File: config.mk
export PLATFORM = sky130hd
export DESIGN_NAME = instruction_fetch_unit_flat
export DESIGN_NICKNAME = d
export VERILOG_FILES = /design/src/rtl/instruction_fetch_unit_if.sv /design/src/rtl/instruction_fetch_unit.sv /design/src/flat_wrapper.sv
export SDC_FILE = /design/constraint.sdc
export NUM_CORES = 1
export LEC_CHECK = 0
export ABC_AREA = 1
export BUFFER_PORTS_ARGS = -buffer_cell sky130_fd_sc_hd__buf_2
export CAP_MARGIN = 40
export CORE_MARGIN = 2
export CORE_UTILIZATION = 40
export DETAILED_ROUTE_END_ITERATION = 10
export GPL_TIMING_DRIVEN = 1
export HOLD_SLACK_MARGIN = 0.08
export PLACE_DENSITY = 0.67
export SLEW_MARGIN = 10
export SYNTH_ARGS = -nofsm -noshare
export SYNTH_HDL_FRONTEND = slang
export SYNTH_SLANG_ARGS = --single-unit
File: constraint.sdc
create_clock -name clk -period 1.93 [get_ports clk]
set_input_delay 0.193 -clock clk [delete_from_list [all_inputs] [get_ports clk]]
set_output_delay 0.193 -clock clk [all_outputs]
set_load 0.005 [all_outputs]
File: src/rtl/instruction_fetch_unit_if.sv
// Fetch-stage bus: control from decode/execute, the instruction memory
// address/data pair, and the IF/ID pipeline register outputs.
interface instruction_fetch_unit_if #(
    parameter int ADDR_W = 17
);
    logic              stall;
    logic              flush;
    logic              branch_taken;
    logic [ADDR_W-1:0] branch_target;
    logic              jump;
    logic [ADDR_W-1:0] jump_target;
    logic [ADDR_W-1:0] imem_addr;
    logic [31:0]       imem_data;
    logic [31:0]       ifid_instr;
    logic [ADDR_W-1:0] ifid_pc_plus4;
    logic              ifid_valid;
    logic              halted;
    logic              misalign_err;

    // Fetch unit side.
    modport master (
        input  stall, flush, branch_taken, branch_target, jump, jump_target,
        input  imem_data,
        output imem_addr, ifid_instr, ifid_pc_plus4, ifid_valid, halted,
        output misalign_err
    );

    // Surrounding pipeline and instruction memory side.
    modport slave (
        output stall, flush, branch_taken, branch_target, jump, jump_target,
        output imem_data,
        input  imem_addr, ifid_instr, ifid_pc_plus4, ifid_valid, halted,
        input  misalign_err
    );
endinterface

File: src/rtl/instruction_fetch_unit.sv
// Fetch stage: owns the PC, addresses instruction memory combinationally and
// captures the returned word into the IF/ID register. Redirects (jump over
// branch) beat stall and flush; reaching PROG_END parks the unit until reset.
module instruction_fetch_unit #(
    parameter int                ADDR_W   = 17,
    parameter logic [ADDR_W-1:0] RESET_PC = 17'd0,
    parameter logic [ADDR_W-1:0] PROG_END = 17'd284
) (
    input  logic                     clk,
    input  logic                     reset,
    instruction_fetch_unit_if.master bus
);

    typedef enum logic {
        ST_RUN,
        ST_HALTED
    } state_t;

    localparam logic [ADDR_W-1:0] PC_STEP    = ADDR_W'(4);
    localparam logic [ADDR_W-1:0] ALIGN_MASK = ~ADDR_W'(3);

    state_t            r_state;
    logic [ADDR_W-1:0] r_pc;
    logic [31:0]       r_ifid_instr;
    logic [ADDR_W-1:0] r_ifid_pc_plus4;
    logic              r_ifid_valid;
    logic              r_misalign_err;

    state_t            w_state_next;
    logic [ADDR_W-1:0] w_pc_next;
    logic [31:0]       w_ifid_instr_next;
    logic [ADDR_W-1:0] w_ifid_pc_plus4_next;
    logic              w_ifid_valid_next;
    logic              w_misalign_err_next;
    logic [ADDR_W-1:0] w_redirect_target;
    logic [ADDR_W-1:0] w_pc_plus4;

    assign w_redirect_target = bus.jump ? bus.jump_target : bus.branch_target;
    assign w_pc_plus4        = r_pc + PC_STEP;

    // Next-state and next-register selection in priority order.
    always_comb begin
        // NOTE: every target gets a default first so no path leaves one
        // unassigned, which would otherwise infer a latch.
        w_state_next         = r_state;
        w_pc_next            = r_pc;
        w_ifid_instr_next    = r_ifid_instr;
        w_ifid_pc_plus4_next = r_ifid_pc_plus4;
        w_ifid_valid_next    = r_ifid_valid;
        w_misalign_err_next  = 1'b0;

        unique case (r_state)
            ST_RUN: begin
                if (bus.jump || bus.branch_taken) begin
                    // A redirect squashes whatever was being fetched.
                    w_pc_next           = w_redirect_target & ALIGN_MASK;
                    w_ifid_instr_next   = '0;
                    w_ifid_valid_next   = 1'b0;
                    w_misalign_err_next = |w_redirect_target[1:0];
                end else if (bus.stall) begin
                    // Hold PC and IF/ID as they are.
                end else if (bus.flush) begin
                    w_ifid_instr_next = '0;
                    w_ifid_valid_next = 1'b0;
                end else if (r_pc >= PROG_END) begin
                    w_state_next      = ST_HALTED;
                    w_ifid_instr_next = '0;
                    w_ifid_valid_next = 1'b0;
                end else begin
                    w_pc_next            = w_pc_plus4;
                    w_ifid_instr_next    = bus.imem_data;
                    w_ifid_pc_plus4_next = w_pc_plus4;
                    w_ifid_valid_next    = 1'b1;
                end
            end
            ST_HALTED: begin
                // Only reset leaves this state; keep IF/ID empty.
                w_ifid_instr_next = '0;
                w_ifid_valid_next = 1'b0;
            end
            default: w_state_next = ST_RUN;
        endcase
    end

    // State and pipeline registers with synchronous reset.
    always_ff @(posedge clk) begin
        // NOTE: non-blocking assignments so every register samples the
        // pre-edge values regardless of statement order.
        if (reset) begin
            r_state         <= ST_RUN;
            r_pc            <= RESET_PC;
            r_ifid_instr    <= '0;
            r_ifid_pc_plus4 <= '0;
            r_ifid_valid    <= 1'b0;
            r_misalign_err  <= 1'b0;
        end else begin
            r_state         <= w_state_next;
            r_pc            <= w_pc_next;
            r_ifid_instr    <= w_ifid_instr_next;
            r_ifid_pc_plus4 <= w_ifid_pc_plus4_next;
            r_ifid_valid    <= w_ifid_valid_next;
            r_misalign_err  <= w_misalign_err_next;
        end
    end

    assign bus.imem_addr     = r_pc;
    assign bus.ifid_instr    = r_ifid_instr;
    assign bus.ifid_pc_plus4 = r_ifid_pc_plus4;
    assign bus.ifid_valid    = r_ifid_valid;
    assign bus.halted        = (r_state == ST_HALTED);
    assign bus.misalign_err  = r_misalign_err;

endmodule

File: src/flat_wrapper.sv
// flat-port wrapper written by rule: the top's interface ports become plain ports
module instruction_fetch_unit_flat 
#(
    parameter int                ADDR_W   = 17,
    parameter logic [ADDR_W-1:0] RESET_PC = 17'd0,
    parameter logic [ADDR_W-1:0] PROG_END = 17'd284
)
  (clk, reset, bus_stall, bus_flush, bus_branch_taken, bus_branch_target, bus_jump, bus_jump_target, bus_imem_data, bus_imem_addr, bus_ifid_instr, bus_ifid_pc_plus4, bus_ifid_valid, bus_halted, bus_misalign_err);
  instruction_fetch_unit_if #(.ADDR_W(ADDR_W)) bus_i ();
  input  logic clk;
  input  logic reset;
  input wire logic [$bits(bus_i.stall)-1:0] bus_stall;
  input wire logic [$bits(bus_i.flush)-1:0] bus_flush;
  input wire logic [$bits(bus_i.branch_taken)-1:0] bus_branch_taken;
  input wire logic [$bits(bus_i.branch_target)-1:0] bus_branch_target;
  input wire logic [$bits(bus_i.jump)-1:0] bus_jump;
  input wire logic [$bits(bus_i.jump_target)-1:0] bus_jump_target;
  input wire logic [$bits(bus_i.imem_data)-1:0] bus_imem_data;
  output wire logic [$bits(bus_i.imem_addr)-1:0] bus_imem_addr;
  output wire logic [$bits(bus_i.ifid_instr)-1:0] bus_ifid_instr;
  output wire logic [$bits(bus_i.ifid_pc_plus4)-1:0] bus_ifid_pc_plus4;
  output wire logic [$bits(bus_i.ifid_valid)-1:0] bus_ifid_valid;
  output wire logic [$bits(bus_i.halted)-1:0] bus_halted;
  output wire logic [$bits(bus_i.misalign_err)-1:0] bus_misalign_err;
  assign bus_i.stall = bus_stall;
  assign bus_i.flush = bus_flush;
  assign bus_i.branch_taken = bus_branch_taken;
  assign bus_i.branch_target = bus_branch_target;
  assign bus_i.jump = bus_jump;
  assign bus_i.jump_target = bus_jump_target;
  assign bus_i.imem_data = bus_imem_data;
  assign bus_imem_addr = bus_i.imem_addr;
  assign bus_ifid_instr = bus_i.ifid_instr;
  assign bus_ifid_pc_plus4 = bus_i.ifid_pc_plus4;
  assign bus_ifid_valid = bus_i.ifid_valid;
  assign bus_halted = bus_i.halted;
  assign bus_misalign_err = bus_i.misalign_err;
  instruction_fetch_unit #(.ADDR_W(ADDR_W), .RESET_PC(RESET_PC), .PROG_END(PROG_END)) u_core (.clk(clk), .reset(reset), .bus(bus_i));
endmodule
Word level (Yosys, flattened, before mapping)
Index checks and enable logic that the tools add are counted.
Widths: inputs -> output; s select.
{ "totals": {"reg_bits": 69, "latch_bits": 0, "mem_bits_rw": 0, "rom_bits": 0, "in_bits": 72, "out_inout_bits": 69, "word_cells": 42, "n_memories": 0} }
{ "op_classes": {"n_addsub": 1, "n_mul": 0, "div": 0, "magnitude_cmp": 1, "eq_ne": 4, "shift": 0, "muxes": 20, "bitwise_logic": 5, "n_reduce_logical": 5} }
{ "ops": {"columns": ["cell", "count"], "rows": [
  ["$mux 32", 4],
  ["$mux 17", 5],
  ["$pmux 32 s2", 1],
  ["$add 17x3->17 const B", 1],
  ["$ge 17x9->1 const B", 1],
  ["$mux 1", 9],
  ["$ne 2x1->1 const B", 3],
  ["$not 1->1", 5],
  ["$reduce_and 5->1", 1],
  ["$reduce_and 4->1", 1],
  ["$ne 3x2->1 const B", 1],
  ["$reduce_or 3->1", 1],
  ["$pmux 1 s2", 1],
  ["$reduce_or 2->1", 1],
  ["$logic_or 1x1->1", 1]
]} }

Logic depth before layout (Yosys ltp)
{ "logic_depth": {"depth_word": 6, "depth_mapped": 11, "ltp_nobuf": 10} }

Worst setup path before layout
OpenSTA, ideal clock, no wires.
{ "synth_path": {"kind": "register -> register", "startpoint": "register u_core.r_pc[2] (netlist: u_core.bus.imem_addr[2])", "endpoint": "register u_core.r_pc[8] (netlist: u_core.bus.imem_addr[8])", "setup_time_ps": 115, "arrival_time_ps": 1490, "t_required_ps": 1815, "slack_ps": 325, "stages_incl_launch_ff": 11, "n_path_buf": 1, "synth_period_minus_slack_ps": 1605, "cell_sequence": "dfxtp_1 ha_1 nand2_1 nand2_1 o21bai_4 nand3_2 nand2_2 buf_2 nand3b_1 nand2_1 nor2_1"} }
{ "synth_between": {"elab_chain_len": 5, "word_cells_on_any_way": 8, "cone_classes": "1 x add/sub; 1 x order compare; 1 x eq/ne; 4 x mux; 1 x reduce/logical"} }
{ "synth_rtl": {"columns": ["item", "line", "source"], "rows": [
  ["start: declaration", "instruction_fetch_unit.sv:23", "logic [ADDR_W-1:0] r_pc;"],
  ["start signal: assignment", "instruction_fetch_unit.sv:98", "r_pc <= w_pc_next;"],
  ["$add 17x3->17", "instruction_fetch_unit.sv:39", "assign w_pc_plus4 = r_pc + PC_STEP;"],
  ["$mux 17", "instruction_fetch_unit.sv:65", "end else if (r_pc >= PROG_END) begin"],
  ["$mux 17", "instruction_fetch_unit.sv:62", "end else if (bus.flush) begin"],
  ["$mux 17", "instruction_fetch_unit.sv:60", "end else if (bus.stall) begin"],
  ["$mux 17", "instruction_fetch_unit.sv:54", "if (bus.jump || bus.branch_taken) begin"]
]} }
Several ways; a longest one is shown, not always the timed one. The select of a mux whose other input is x is not followed.
A chain may end at the register's enable or synchronous reset.

Final worst setup path
{ "layout_path": {"startpoint": "register u_core.r_pc[3] (netlist: u_core.bus.imem_addr[3])", "endpoint": "register u_core.r_pc[12] (netlist: u_core.bus.imem_addr[12])"} }
Same word-level chain as after synthesis.

==> report_table.html <==
<table>
<tr><th>Metric</th><th>Value</th></tr>
<tr><th colspan="2">Place</th></tr>
<tr><td>Port Buffers</td><td>136</td></tr>
<tr><td>Half-perimeter wire length of the detailed placement result</td><td>5450 µm</td></tr>
<tr><td>GP Congestion</td><td>0.877</td></tr>
<tr><th colspan="2">Power</th></tr>
<tr><td>P per Cell Area</td><td>705 nW/µm²</td></tr>
<tr><td>Leakage</td><td>2.06 nW</td></tr>
<tr><td>Maximum vdd ir drop</td><td>0.000327 V</td></tr>
<tr><th colspan="2">Floorplanning</th></tr>
<tr><td>Number of core rows</td><td>32</td></tr>
<tr><td>Initial core utilization</td><td>40.6%</td></tr>
<tr><td>Number of I/O pins</td><td>141</td></tr>
<tr><td>Placeable core area</td><td>7610 µm²</td></tr>
<tr><td>Die Area</td><td>8450 µm²</td></tr>
<tr><td>Vertical die dimension</td><td>91.9 µm</td></tr>
<tr><td>Horizontal die dimension</td><td>91.9 µm</td></tr>
<tr><th colspan="2">Worst setup path</th></tr>
<tr><td>Crit path launch type</td><td>flip-flop</td></tr>
<tr><td>Reg-to-reg slack, setup</td><td>240 ps</td></tr>
<tr><td>Worst path required time</td><td>2160 ps</td></tr>
<tr><td>Reg2reg end</td><td>u_core.bus.imem_addr[12]$_SDFFE_PP0P_</td></tr>
<tr><td>Critical Path Stages</td><td>9</td></tr>
<tr><td>Setup crit end kind</td><td>flip-flop</td></tr>
<tr><td>Biggest cell delay along the critical path</td><td>340 ps</td></tr>
<tr><td>Cell-by-cell trace of the critical path</td><td>ha_1 &gt; nand2_1 &gt; nand2_1 &gt; o21bai_4 &gt; nand3_2 &gt; nand2_4 &gt; nand2_4 &gt; nor2_1 &gt; nor2_1</td></tr>
<tr><td>Setup crit start</td><td>u_core.bus.imem_addr[3]$_SDFFE_PP0P_</td></tr>
<tr><td>Setup CP Type</td><td>reg2reg</td></tr>
<tr><td>Cell type group with the largest total delay on the critical path</td><td>simple AND/OR/NAND/NOR gates</td></tr>
<tr><td>Worst reg2reg path depth</td><td>9</td></tr>
<tr><td>Worst flop-to-flop path startpoint</td><td>u_core.bus.imem_addr[3]$_SDFFE_PP0P_</td></tr>
<tr><td>Slowest cell on the critical path</td><td>sky130_fd_sc_hd__dfxtp_1</td></tr>
<tr><td>Buf/Inv on CP</td><td>0</td></tr>
<tr><td>CP endpoint</td><td>u_core.bus.imem_addr[12]$_SDFFE_PP0P_</td></tr>
<tr><td>Arrival time at the worst endpoint</td><td>1920 ps</td></tr>
<tr><td>Largest driver fanout on the critical path</td><td>16</td></tr>
<tr><th colspan="2">Hold path</th></tr>
<tr><td>Hold Crit Class</td><td>in2reg</td></tr>
<tr><th colspan="2">Drt</th></tr>
<tr><td>Average wire per cell in the routed design</td><td>11.5 µm</td></tr>
<tr><td>Starting DRC count in detailed routing</td><td>82</td></tr>
<tr><td>Residual antenna-violating net count after detailed routing</td><td>0</td></tr>
<tr><td>Drt first pass iters</td><td>4</td></tr>
<tr><td>DRC errors left</td><td>0</td></tr>
<tr><td>Number of vias per cell</td><td>4.63</td></tr>
<tr><td>Number of vias after detailed routing</td><td>3057</td></tr>
<tr><td>Sum of routed wire length over all layers</td><td>7600 µm</td></tr>
<tr><th colspan="2">Synth</th></tr>
<tr><td>Largest cells by area after synthesis</td><td>sky130_fd_sc_hd__dfxtp_1, sky130_fd_sc_hd__nand2_1, sky130_fd_sc_hd__nor2_1</td></tr>
<tr><td>Sequential fraction of the synthesis area</td><td>42.1%</td></tr>
<tr><td>Synthesized-area fraction occupied by and/or/nand/nor cells</td><td>27.7%</td></tr>
<tr><td>Leading cell type by number of instances after synthesis</td><td>sky130_fd_sc_hd__nand2_1</td></tr>
<tr><td>Synthesized-area fraction occupied by adder cells</td><td>0.405%</td></tr>
<tr><td>Post-Synthesis Cell Area</td><td>3090 µm²</td></tr>
<tr><td>FF+latch count, synth</td><td>65</td></tr>
<tr><td>Number of library cell types mapped by synthesis</td><td>35</td></tr>
<tr><td>Top-area cell type share of the netlist area</td><td>42.1%</td></tr>
<tr><td>Main flop type after synthesis</td><td>sky130_fd_sc_hd__dfxtp_1</td></tr>
<tr><td>Top cell type by total area after synthesis</td><td>sky130_fd_sc_hd__dfxtp_1</td></tr>
<tr><td>Ranking of synthesized cells by instance count</td><td>sky130_fd_sc_hd__nand2_1, sky130_fd_sc_hd__nor2_1, sky130_fd_sc_hd__dfxtp_1, sky130_fd_sc_hd__inv_1, sky130_fd_sc_hd__o21a_1</td></tr>
<tr><td>Mapped Cells</td><td>422</td></tr>
<tr><td>Main combinational cell family by area after synthesis</td><td>simple AND/OR/NAND/NOR gates</td></tr>
<tr><td>Compound-Gate Fraction of Synth Area</td><td>17.2%</td></tr>
<tr><td>Average cell area after synthesis</td><td>7.33 µm²</td></tr>
<tr><td>Share of synthesized area spent on multiplexers</td><td>0%</td></tr>
<tr><td>Area share of xor/xnor cells in the synthesized design</td><td>0.567%</td></tr>
<tr><td>Share of synthesized registers carrying an async set or reset</td><td>0%</td></tr>
<tr><td>Number of flops mapped to enable cells by yosys</td><td>0</td></tr>
<tr><td>Number of warnings reported in the yosys synthesis log</td><td>0</td></tr>
<tr><th colspan="2">Clock network</th></tr>
<tr><td>Post CTS Setup Buffer Count</td><td>0</td></tr>
<tr><td>Post-CTS Hold Fix Bufs</td><td>0</td></tr>
<tr><td>Clock Tree Buf Depth</td><td>2</td></tr>
<tr><td>Clock Root Buffer</td><td>sky130_fd_sc_hd__clkbuf_8</td></tr>
<tr><td>TritonCTS clock tree</td><td>done</td></tr>
<tr><td>Number of cells upsized or downsized after cts</td><td>0</td></tr>
<tr><td># H-tree levels</td><td>3</td></tr>
<tr><td>Source-to-sink clock delay at the later pin of the worst-skew pair</td><td>330 ps</td></tr>
<tr><td>Clock sinks</td><td>65</td></tr>
<tr><td>Clock Pin Slew Worst Setup and Hold Paths</td><td>70 ps</td></tr>
<tr><td>Inserted Clock Buffers</td><td>9</td></tr>
<tr><th colspan="2">GRT</th></tr>
<tr><td>Total global routing track utilization</td><td>18.0%</td></tr>
<tr><td>Global-route wire length before repair</td><td>12400 µm</td></tr>
<tr><td>Largest net degree at the start of global routing</td><td>55</td></tr>
<tr><td>Number of antenna violations at the first check in global routing</td><td>0</td></tr>
<tr><td>GRT Residual Overflow</td><td>0</td></tr>
<tr><td>Via count of the first global-routing pass</td><td>2692</td></tr>
<tr><th colspan="2">Layout</th></tr>
<tr><td>Ant. Diodes</td><td>0</td></tr>
<tr><td>Share of final-layout standard cells stronger than drive strength 1</td><td>30.6%</td></tr>
<tr><td>Number of nets in the layout</td><td>627</td></tr>
<tr><td>P&amp;R area growth vs syn</td><td>28.8%</td></tr>
<tr><th colspan="2">Timing</th></tr>
<tr><td>Post-Route Setup TNS</td><td>0 ps</td></tr>
<tr><td># setup viols final</td><td>0</td></tr>
<tr><td>Setup repair after global routing missed its margin</td><td>false</td></tr>
<tr><td>Clock skew after layout</td><td>9.18 ps</td></tr>
<tr><td>Final Max Tran Viols</td><td>0</td></tr>
<tr><td>Peak clock frequency supported by timing</td><td>0.592 GHz</td></tr>
<tr><td>Share of the clock period used by the worst path</td><td>87.6%</td></tr>
<tr><td>Fin Hold WS</td><td>179 ps</td></tr>
<tr><td>Final critical path time including I/O delays and setup</td><td>1690 ps</td></tr>
<tr><td>Number of hold violations in the final report</td><td>0</td></tr>
<tr><th colspan="2">Outcome</th></tr>
<tr><td>Status</td><td>finished clean</td></tr>
<tr><th colspan="2">Run</th></tr>
<tr><td>Max Cap Viol</td><td>0</td></tr>
</table>
area by class of cell:
class | instances | area, µm²
fillers | 759 | 3630
multi-input cells | 280 | 1440
flip-flops and latches | 65 | 1300
repair buffers | 143 | 746
inverters | 55 | 208
well taps | 102 | 128
clock buffers | 9 | 124
clock inverters | 6 | 36.3
layout by cell type (no fill, tap or decap), types with 6 or more instances in the layout:
| cell type | count |
|---|---|
| sky130_fd_sc_hd__nand2_1 | 89 |
| sky130_fd_sc_hd__buf_4 | 6 |
| sky130_fd_sc_hd__dfxtp_1 | 65 |
| sky130_fd_sc_hd__o21a_1 | 32 |
| sky130_fd_sc_hd__inv_1 | 52 |
| sky130_fd_sc_hd__nor2_1 | 72 |
| sky130_fd_sc_hd__o21ai_0 | 6 |
| sky130_fd_sc_hd__a22o_1 | 7 |
| sky130_fd_sc_hd__nand3_1 | 15 |
| sky130_fd_sc_hd__a21oi_1 | 14 |
| sky130_fd_sc_hd__buf_2 | 136 |
| sky130_fd_sc_hd__a22oi_1 | 7 |
| sky130_fd_sc_hd__clkbuf_8 | 9 |
layer usage:
metal	GRT usage [%]	up-vias	part of all wire, %
li1	-	1578	-
met1	24.7	1323	48
met2	27.1	150	42
met3	6.16	6	9.4
met4	4.48	0	0.55
met5	0	-	0
kinds of logic (layout without fill, tap and decap cells):
kind of cell | Yosys count | count (layout)
buffers and inverters | 80 | 213
other | 1 | 4
AND/OR/NAND/NOR | 198 | 198
flip-flops | 65 | 65
AO/OA/AOI/OAI | 75 | 75
XOR/XNOR | 2 | 2
adder cells (fa/ha/maj) | 1 | 1
through the flow:
step / setup slack (ps) / utilization [%] / cells / area (µm²) / power [mW]
finish: 240 / 52.3 / 660 / 3980 / 2.81
CTS: 162 / 52.2 / 659 / 3970 / 2.85
floorplan: 325 / - / 425 / 3100 / 1.71
detailed placement: 182 / 50.1 / 644 / 3810 / 1.88
global route: 85.7 / 52.3 / 660 / 3980 / 2.98
global placement: 219 / 50.1 / 644 / 3810 / 1.87
flip-flops by register name, indices dropped and copies added (netlist names):
name / flops
u_core.bus.misalign_err: 1
u_core.bus.ifid_pc_plus4: 15
u_core.bus.ifid_valid: 1
u_core.bus.ifid_instr: 32
u_core.bus.halted: 1
u_core.bus.imem_addr: 15
report_power, final:
| part | total [mW] | switching, mW | internal, mW | leakage (nW) |
|---|---|---|---|---|
| Sequential | 1.42 | 0.0416 | 1.38 | 0.528 |
| Combinational | 0.431 | 0.242 | 0.188 | 1.45 |
| Clock | 0.953 | 0.503 | 0.451 | 0.0846 |
| Total | 2.81 | 0.787 | 2.02 | 2.06 |
worst reg2reg max path: cells and delay by family (launching register included):
family / cells / cell delay [ps]
DFF: 1 / 340
adders and majority gates: 1 / 210
and+or+nand+nor: 7 / 840
AOI/OAI and AO/OA: 1 / 200
how the worst min path moves through the flow:
stage | start | cells past startpoint | endpoint | slack, ps
6_report | bus_imem_data[29] | 4 | u_core.bus.ifid_instr[29]$_SDFFE_PP0P_ | 180
5_1_grt | bus_imem_data[13] | 4 | u_core.bus.ifid_instr[13]$_SDFFE_PP0P_ | 150
4_1_cts | bus_imem_data[29] | 4 | u_core.bus.ifid_instr[29]$_SDFFE_PP0P_ | 150
3_5_place_dp | u_core.bus.ifid_pc_plus4[10]$_SDFFE_PP0P_ | 2 | u_core.bus.ifid_pc_plus4[10]$_SDFFE_PP0P_ | 430
3_3_place_gp | u_core.bus.ifid_pc_plus4[10]$_SDFFE_PP0P_ | 2 | u_core.bus.ifid_pc_plus4[10]$_SDFFE_PP0P_ | 420
2_1_floorplan | bus_flush | 3 | u_core.bus.ifid_pc_plus4[6]$_SDFFE_PP0P_ | 390
Power figures use the tool's default switching activity.
